<file path="config.mk">
export PLATFORM = sky130hd
export DESIGN_NAME = main_control_fsm
export DESIGN_NICKNAME = d
export VERILOG_FILES = /design/src/rtl/main_control_fsm.sv
export SDC_FILE = /design/constraint.sdc
export NUM_CORES = 1
export LEC_CHECK = 0
export BUFFER_PORTS_ARGS = -buffer_cell sky130_fd_sc_hd__buf_2
export CAP_MARGIN = 25
export CORE_AREA = 2 2 76 78
export CTS_BUF_LIST = sky130_fd_sc_hd__clkbuf_2 sky130_fd_sc_hd__clkbuf_4 sky130_fd_sc_hd__clkbuf_8
export DETAILED_ROUTE_END_ITERATION = 10
export DIE_AREA = 0 0 78 80
export GPL_TIMING_DRIVEN = 0
export PLACE_DENSITY = 0.56
export SYNTH_ARGS = -nofsm -noshare
export SYNTH_HDL_FRONTEND = slang
export SYNTH_SLANG_ARGS = --single-unit
export TNS_END_PERCENT = 100
</file>
<file path="constraint.sdc">
create_clock -name clk -period 5.2 [get_ports clk]
set_input_delay 0 -clock clk [delete_from_list [all_inputs] [get_ports clk]]
set_output_delay 0 -clock clk [all_outputs]
set_load 0.005 [all_outputs]
</file>
<file path="src/rtl/main_control_fsm.sv">
// Main control FSM for a multi-cycle 16-bit datapath.
// Sequences FETCH/DECODE/EXEC/MEM/WB, drives the datapath strobes,
// times out stalled data-memory accesses and counts retired instructions.
//
// Handshakes: an instruction is accepted in FETCH on a cycle where
// imem_valid=1 (ir_write/pc_write pulse that same cycle); a data access
// completes in MEM on a cycle where dmem_ready=1, and mem_read/mem_write
// stay asserted and stable until then.
module main_control_fsm #(
  parameter int MEM_TIMEOUT = 15
) (
  input  logic        clk,
  input  logic        rst_n,
  input  logic [15:0] instr,
  input  logic        imem_valid,
  input  logic        dmem_ready,
  output logic [3:0]  ALUop,
  output logic [3:0]  FuncCode,
  output logic        ir_write,
  output logic        pc_write,
  output logic        reg_write,
  output logic        mem_read,
  output logic        mem_write,
  output logic        alu_src,
  output logic        branch,
  output logic        jump,
  output logic [2:0]  state,
  output logic        halted,
  output logic        illegal,
  output logic [15:0] instr_count
);

  typedef enum logic [2:0] {
    S_FETCH  = 3'd0,
    S_DECODE = 3'd1,
    S_EXEC   = 3'd2,
    S_MEM    = 3'd3,
    S_WB     = 3'd4,
    S_HALT   = 3'd5,
    S_ERROR  = 3'd6
  } state_t;

  localparam logic [3:0] OP_R    = 4'h0;
  localparam logic [3:0] OP_ADDI = 4'h1;
  localparam logic [3:0] OP_LW   = 4'h2;
  localparam logic [3:0] OP_SW   = 4'h3;
  localparam logic [3:0] OP_BEQ  = 4'h4;
  localparam logic [3:0] OP_J    = 4'h5;
  localparam logic [3:0] OP_HALT = 4'hF;

  localparam logic [3:0] ALU_ADD  = 4'b0000;
  localparam logic [3:0] ALU_SUB  = 4'b0001;
  localparam logic [3:0] ALU_FUNC = 4'b1111;

  localparam int CW = (MEM_TIMEOUT < 2) ? 1 : $clog2(MEM_TIMEOUT + 1);
  localparam logic [CW-1:0] WAIT_LAST = CW'(MEM_TIMEOUT - 1);

  state_t        state_q, state_d;
  logic [15:0]   ir_q;
  logic [CW-1:0] wait_cnt;
  logic [15:0]   count_q;
  logic          post_rst;
  logic          accept;
  logic          retire;
  logic [3:0]    opcode;

  // Strobe values before the reset gate
  logic [3:0] alu_op_c;
  logic       ir_write_c, pc_write_c, reg_write_c, mem_read_c;
  logic       mem_write_c, alu_src_c, branch_c, jump_c;

  // rd/rs fields are carried in IR for the datapath but not decoded here
  logic unused_ir_bits;
  assign unused_ir_bits = ^ir_q[11:4];

  assign opcode = ir_q[15:12];

  // The cycle right after reset never accepts, so strobes stay quiet then
  assign accept = (state_q == S_FETCH) && imem_valid && !post_rst;

  // State, IR, MEM wait counter and retire counter
  always_ff @(posedge clk) begin
    if (!rst_n) begin
      state_q  <= S_FETCH;
      ir_q     <= 16'h0000;
      wait_cnt <= '0;
      count_q  <= 16'h0000;
      post_rst <= 1'b1;
    end else begin
      state_q  <= state_d;
      post_rst <= 1'b0;
      if (accept) begin
        ir_q <= instr;
      end
      if (state_q != S_MEM) begin
        wait_cnt <= '0;
      end else if (!dmem_ready) begin
        wait_cnt <= wait_cnt + 1'b1;
      end
      if (retire && (count_q != 16'hFFFF)) begin
        count_q <= count_q + 16'h0001;
      end
    end
  end

  // Next-state decode and Moore strobes (FETCH also looks at imem_valid)
  always_comb begin
    state_d     = state_q;
    retire      = 1'b0;
    alu_op_c    = ALU_ADD;
    ir_write_c  = 1'b0;
    pc_write_c  = 1'b0;
    reg_write_c = 1'b0;
    mem_read_c  = 1'b0;
    mem_write_c = 1'b0;
    alu_src_c   = 1'b0;
    branch_c    = 1'b0;
    jump_c      = 1'b0;
    case (state_q)
      S_FETCH: begin
        ir_write_c = accept;
        pc_write_c = accept;
        if (accept) begin
          state_d = S_DECODE;
        end
      end
      S_DECODE: begin
        case (opcode)
          OP_J: begin
            jump_c     = 1'b1;
            pc_write_c = 1'b1;
            retire     = 1'b1;
            state_d    = S_FETCH;
          end
          OP_HALT: begin
            retire  = 1'b1;
            state_d = S_HALT;
          end
          OP_R, OP_ADDI, OP_LW, OP_SW, OP_BEQ: state_d = S_EXEC;
          default: state_d = S_ERROR;
        endcase
      end
      S_EXEC: begin
        case (opcode)
          OP_R: begin
            alu_op_c = ALU_FUNC;
            state_d  = S_WB;
          end
          OP_ADDI: begin
            alu_src_c = 1'b1;
            state_d   = S_WB;
          end
          OP_LW, OP_SW: begin
            alu_src_c = 1'b1;
            state_d   = S_MEM;
          end
          OP_BEQ: begin
            alu_op_c = ALU_SUB;
            branch_c = 1'b1;
            retire   = 1'b1;
            state_d  = S_FETCH;
          end
          default: state_d = S_ERROR;
        endcase
      end
      S_MEM: begin
        alu_src_c   = 1'b1;
        mem_read_c  = (opcode == OP_LW);
        mem_write_c = (opcode == OP_SW);
        if ((opcode != OP_LW) && (opcode != OP_SW)) begin
          state_d = S_ERROR;
        end else if (dmem_ready) begin
          // Completion wins over a timeout landing on the same cycle
          if (opcode == OP_LW) begin
            state_d = S_WB;
          end else begin
            retire  = 1'b1;
            state_d = S_FETCH;
          end
        end else if (wait_cnt == WAIT_LAST) begin
          state_d = S_ERROR;
        end
      end
      S_WB: begin
        reg_write_c = 1'b1;
        retire      = 1'b1;
        state_d     = S_FETCH;
      end
      S_HALT:  state_d = S_HALT;
      S_ERROR: state_d = S_ERROR;
      default: state_d = S_ERROR;
    endcase
  end

  // While reset is held every strobe and the ALU controls read as zero
  always_comb begin
    ALUop     = rst_n ? alu_op_c : 4'b0000;
    FuncCode  = rst_n ? ir_q[3:0] : 4'b0000;
    ir_write  = rst_n & ir_write_c;
    pc_write  = rst_n & pc_write_c;
    reg_write = rst_n & reg_write_c;
    mem_read  = rst_n & mem_read_c;
    mem_write = rst_n & mem_write_c;
    alu_src   = rst_n & alu_src_c;
    branch    = rst_n & branch_c;
    jump      = rst_n & jump_c;
  end

  assign state       = state_q;
  assign halted      = (state_q == S_HALT);
  assign illegal     = (state_q == S_ERROR);
  assign instr_count = count_q;

endmodule

</file>
==> impl_results.md, run 1 <==
- Outcome: completed
- CP arrival: roughly 2.6 ns
- Comb power frac: around a third
- Complex-gate fraction of the synthesized area: 20.89%
- Buffers on Ports: 46
- Synth Warn #: 0
- Post-synth EDFFs: 0
- Worst Skew: approximately 0.011 ns
- Worst Min Path Start: dmem_ready
- # Max-Cap Violations: 0
- Post-DP HPWL: about 3500 um
- Final setup viols: 0
- Most common cell in the netlist: dfxtp_1
- Type of origin of the critical path: flop
- Clock latency at the later pin of the worst-skew pair: around 0.29 ns
- Root Driver: clkbuf_8
- Largest family of logic cells by synthesized area: simple AND/OR/NAND/NOR gates
- Largest net degree at the start of global routing: 11
- Final period util: around 45%
- Number of cells on the worst reg-to-reg path: 7
- Chip height: approximately 80 um
- Crit. End Element: flop
- Max Clock Freq: between 0.4 and 0.5 GHz
- Max H-tree Level: 2
- Switch Pwr: roughly 260 uW
- Routed wire length: around 5000 um
- Pwr per Cell Area: roughly 320 mW/mm^2
- Final Cell Area: approximately 0.0023 sq mm
- Actual slew at the worst max-slew pin: ~0.66 ns
- Hold Fails Final Rpt: 0
- Post-CTS sizing: 0
- Max FO, Critical Path: 10
- Layout Nets: around 320
- Internal power: 472.4 uW
- DR WL/cell: about 14 um
- Worst-path clk slew: about 0.07 ns
- Flop pwr share: roughly two fifths
- Peak supply drop: about 140 uV
- Xor/xnor share of the synthesized area: a little under 2%
- Antenna diode count: 0
- R2r startpoint: ir_q[12]
- Clk network pwr share: 28.5%
- Post-Synth Adder-Cell Area: 2.062%
- Number of iterations in the first detailed-routing pass: 4
- DP Area: between 0.002 and 0.0025 sq mm
- Yosys reg bits: 32
- Setup CP Type: flop to flop
- Grt ovf: 0
- Synth Net Count: 254
- Post-synthesis mux area share: between 1 and 1.5%
- Routed vias: a little under 2000
- Total core area: 0.005405 sq mm
- Share of the synthesized area in the top cell type: between 30% and 40%
- CTS tree: yes
- RSZ-0062 raised after global routing: false
- CTS max path bufs: 2
- Final ANT Viol Nets: 0
- Unique masters post-synth: 46
- CP peak stage delay: between 0.5 and 0.6 ns
- CTS Sinks: 32
- R2R Setup Slk: around 2.9 ns
- Synth Instances: about 230
- Std cell rows: 27
- Rel. slew slack: approximately 55%
- Most used cell, CP: a21oi_1
- Residual DRC: 0
- Syn Area/Cell: around 7.9 sq um
- Post-synth top flop: dfxtp_1
- Leakage: between 0.0009 and 0.001 uW
- Top cells by count, synth: dfxtp_1 (32), a21oi_1 (27), nand2_1 (22)
- Drt initial violations: 100
- Die area: roughly 0.0062 sq mm
- Via/cell ratio: 5.326
- Hold Path Class: input pin to flop
- Net Sw Frac: between 30% and 40%
- Post-Synth Simple-Gate Area: 32.16%
- Async S/R FF share, synth: 0%
- Layout cells sized above 1: 23.55%
- Tmin final: around 2.3 ns
- Max Slew Vio Count: 0
- Sequential area share after synthesis: a little over a third
- Setup TNS: 0 ns
- Gpl congestion: between 0.8 and 0.9
- Ports: between 50 and 60
- CP cell instances: clkbuf_1 > nor4b_1 > a21oi_1 > o32a_1 > buf_6 > or4_1 > a21oi_1
- GRT Total Usage: around 16%
- First-pass GRT wire length: just over 8000 um
- CP startpoint: ir_q[12]
- CP max-delay cell: nor4b_1
- Initial core utilization: ~34%
- Post-synth top area cell: dfxtp_1
- Data required time at the worst endpoint: ~5.4 ns
- Synth area leaders: dfxtp_1 (35%), a21oi_1 (7.4%), nand2_1 (4.5%)
- WHS Path Cells: 3
- Post-Synthesis Cell Area: about 0.0018 sq mm
- Die Width: approximately 78 um
- Antenna violations before repair: 0
- Area growth syn-to-layout: 27.35%
- CTS Buf Count: 5
- Number of global-route vias before repair: approximately 1600
## cell usage in the layout, fill, tap and decap left out, types with 4 or more instances in the layout
cell,n
nor2_1,11
or4_1,6
clkbuf_8,6
inv_1,5
buf_2,50
nor3_1,5
nand2_1,22
dlygate4sd3_1,8
clkbuf_1,9
nor2b_1,6
o31ai_1,7
nand3_1,16
nand2b_1,5
o21ai_0,9
buf_4,4
dfxtp_1,32
and2_1,5
and3_1,6
or3_1,5
a21oi_1,27
## cell type report
type	instances	area (sq um)
buffer	20	102.6
clock inverter	1	7.507
tap	72	90.09
sequential	32	640.6
fill	595	3087
multi-input combinational	174	1059
timing repair buffer	54	310.3
clock buffer	7	90.09
inverter	5	18.77
## path summary, 6_finish.rpt
path / endpoint
worst max-delay path: instr_count[14]
worst min-delay path: wait_cnt[0]
worst min register to register: ir_q[3]
worst max register to register: instr_count[14]
## what timing repair did
action	4_1_cts	5_1_grt
hold buffers	8	0
buffers inserted	0	0
hold endpoints to repair	8	0
setup endpoints to repair	0	0
## critical path, delay by kind of cell, from the launching register on
kind	cells	cell delay [ns]
compound gates	3	0.55
buf+inv	2	0.38
flops	1	0.29
simple gates	2	1.05
## state kept, by name (all words and copies together) (netlist names)
register     cells
post_rst         1
state            3
instr_count     16
wait_cnt         4
ir_q             8
## metrics by stage
stage | instances | setup slack [ns] | hold slack [ns] | utilization, % | power [uW]
2_1_floorplan | 231 | 3.187 | 0.1475 | - | 452.2
3_3_place_gp | 349 | 2.902 | 0.2604 | 39.61 | 525.7
3_5_place_dp | 349 | 2.905 | 0.2611 | 39.61 | 526.3
4_1_cts | 365 | 2.898 | 0.08016 | 42.89 | 741.9
5_1_grt | 365 | 2.629 | 0.1139 | 42.89 | 785.5
6_report | 365 | 2.865 | 0.08056 | 42.89 | 736.4
## cells by family after synthesis
logic type                 after synthesis
adders and majority gates                3
DFF                                     32
muxes                                    2
buffers and inverters                   25
and+or+nand+nor                        104
AOI/OAI and AO/OA                       61
xor gates and xnor gates                 4
## power by group through the flow
stage          clock, uW  sequential (uW)  combinational (uW)
2_1_floorplan          0              284                 168
3_3_place_gp           0              288                 238
3_5_place_dp           0              288                 238
4_1_cts              216              282                 244
5_1_grt              227              285                 274
6_report             210              282                 245
## layer usage
layer / vias to the layer above / GRT usage (%) / wire length (um)
li1: 968 / - / -
met1: 901 / 22.19 / 2299
met2: 68 / 25.26 / 2313
met3: 7 / 3.959 / 315
met4: 0 / 5.614 / 61
met5: - / 0 / 0
No activity file was read; power rests on OpenSTA's default activity.
==> run 2: changes to the inputs <==
==> constraint.sdc (replaced) <==
create_clock -name clk -period 2.44 [get_ports clk]
set_input_delay 0 -clock clk [delete_from_list [all_inputs] [get_ports clk]]
set_output_delay 0 -clock clk [all_outputs]
set_load 0.005 [all_outputs]
==> run 2 against run 1 <==
- power rose by 110%
- first-iteration DRC count fell by 14%
- flip-flop and latch count did not move
- die area did not move
- sequential share of layout area fell by 0.074 points
- clock power rose by 110%
- routed wire length rose by 0.38%
- non-clock buffer count did not move
- critical path depth fell by 1
- highest routed layer unchanged
==> impl_results.md, run 2 (same netlist as run 1, synthesis figures left out) <==
- Tmin final: roughly 2.3 ns
- CP max-delay cell: nor3_2
- Max Clock Freq: about 0.44 GHz
- Layout cells sized above 1: around a quarter
- Gpl congestion: 0.8378
- Final ANT Viol Nets: 0
- Type of origin of the critical path: flop
- Largest net degree at the start of global routing: 11
- Crit. End Element: output pin
- Comb power frac: roughly 33%
- End point of the critical path: pc_write
- Reg area: ~640 sq um
- Setup CP Type: flop to output pin
- Clk network pwr share: about 28%
- Post-Place Cells: 349
- Ports: between 50 and 60
- Residual DRC: 0
- CP arrival: between 2 and 2.5 ns
- Drt initial violations: 86
- Final period util: roughly 94%
- Routed wire length: between 5000 and 6000 um
- Actual slew at the worst max-slew pin: 0.7117 ns
- Final Cell Area: around 0.0023 sq mm
- Post-DP HPWL: approximately 3500 um
- GRT Total Usage: around 16%
- Max Slew Vio Count: 0
- Clock latency at the later pin of the worst-skew pair: a little under 0.3 ns
- Final Non-Filler Cells: about 370
- Area growth syn-to-layout: 27.70%
- Worst-path clk slew: 0.07 ns
- CTS tree: yes
- Max reg flops: 16
- Antenna diode count: 0
- Fin Hold WS: 0.08560 ns
- Chip height: 80 um
- R2R Setup Slk: 0.19 ns
- DR WL/cell: about 14 um
- Outcome: completed
- Max H-tree Level: 2
- Global Route met3 Usage: ~4%
- CP peak stage delay: around 0.60 ns
- Root Driver: clkbuf_8
- R2r startpoint: instr_count[0]
- Hold Fails Final Rpt: 0
- Grt ovf: 0
- Switch Pwr: approximately 560 uW
- Final setup viols: 0
- Multi-input gate area: 0.001065 sq mm
- Most common cell after layout, fill and taps aside: buf_2
- Die area: 0.006240 sq mm
- DP Area: about 0.0021 sq mm
- CTS max path bufs: 2
- Peak supply drop: around 300 uV
- Die Width: just under 80 um
- Pwr per Cell Area: between 600 and 700 mW/mm^2
- Total core area: 0.005405 sq mm
- Rel. slew slack: a little over half
- Most frequent cells in the layout: buf_2 (50), dfxtp_1 (32), a21oi_1 (27)
- Routed vias: between 1500 and 2000
- Via/cell ratio: 5.321
- Reg2reg end: instr_count[5]
- Flop pwr share: about two fifths
- CTS Sinks: 32
- Internal power: a little over 1000 uW
- Met1 usage: around 22%
- Number of global-route vias before repair: 1640
- CP cell instances: clkbuf_1 > nor3_2 > nand2_1 > nor2_1 > or2_2 > buf_2
- CP startpoint: state[2]
- Number of iterations in the first detailed-routing pass: 4
- Buffers on Ports: 46
- Number of cells on the worst reg-to-reg path: 7
- Max FO, Critical Path: 10
- Layout Nets: roughly 320
- Met2 Track Usage GR: about a quarter
- Hold Path Class: input pin to flop
- CTS Buf Count: 5
- Std cell rows: 27
- # Max-Cap Violations: 0
- Most used routing layer in global routing: met2
- Leakage: between 0.0009 and 0.001 uW
- Antenna violations before repair: 0
- First-pass GRT wire length: approximately 8000 um
- Initial core utilization: between 30% and 40%
- Fillcell total: about 590
- WHS Path Cells: 3
- Data required time at the worst endpoint: approximately 2.4 ns
- Worst Skew: ~0.01 ns
- Net Sw Frac: a little over a third
run 2: cell counts in the layout (fill, tap and decap cells not counted):
Identical to the previous run, type by type.
run 2: layout make-up:
type | instances | share of cell area, %
Tap cell | 72 | 3.875
Multi-Input combinational cell | 174 | 45.80
Clock buffer | 7 | 3.875
Sequential cell | 32 | 27.56
Clock inverter | 1 | 0.3229
Buffer | 20 | 4.413
Timing Repair Buffer | 54 | 13.35
Inverter | 5 | 0.8073
run 2: power by group through the flow:
stage,registers (uW),clock network (uW),logic [uW]
after global placement,613,0,508
after global routing,608,483,587
final,602,445,524
after floorplan,605,0,358
after CTS,602,460,520
after detailed placement,614,0,508
run 2: worst min-delay path by stage:
stage	from	end	slack, ns
global route	dmem_ready	wait_cnt[1]	0.11
finish	dmem_ready	wait_cnt[0]	0.09
global placement	instr[3]	ir_q[3]	0.26
floorplan	instr[0]	ir_q[0]	0.15
detailed placement	instr[3]	ir_q[3]	0.26
CTS	dmem_ready	wait_cnt[0]	0.08
run 2: through the flow:
| step | total power (uW) | setup TNS, ns | utilization, % | setup slack, ns |
|---|---|---|---|---|
| after floorplan | 963.6 | 0 | - | 0.4266 |
| after global placement | 1120 | 0 | 39.61 | 0.1423 |
| after detailed placement | 1122 | 0 | 39.61 | 0.1448 |
| after CTS | 1581 | 0 | 42.89 | 0.1379 |
| after global routing | 1678 | -0.01978 | 43.01 | -0.01978 |
| final | 1571 | 0 | 43.01 | 0.1579 |
run 2: worst max-delay path: cells and delay by family (launching register included):
family                 cells  cell delay [ns]
and+or+nand+nor            4             1.32
buffers and inverters      2             0.34
DFF                        1             0.34
run 2: routing by layer:
metal	up-vias	wire length, um
met5	-	0
met4	0	40
met3	5	270
met2	56	2374
met1	914	2323
li1	967	-
run 2: repair_timing:
item	4_1_cts	5_1_grt
hold endpoints to repair	8	0
hold buffers	8	0
setup endpoints to repair	0	13
buffers inserted	0	0
resized for setup	0	1
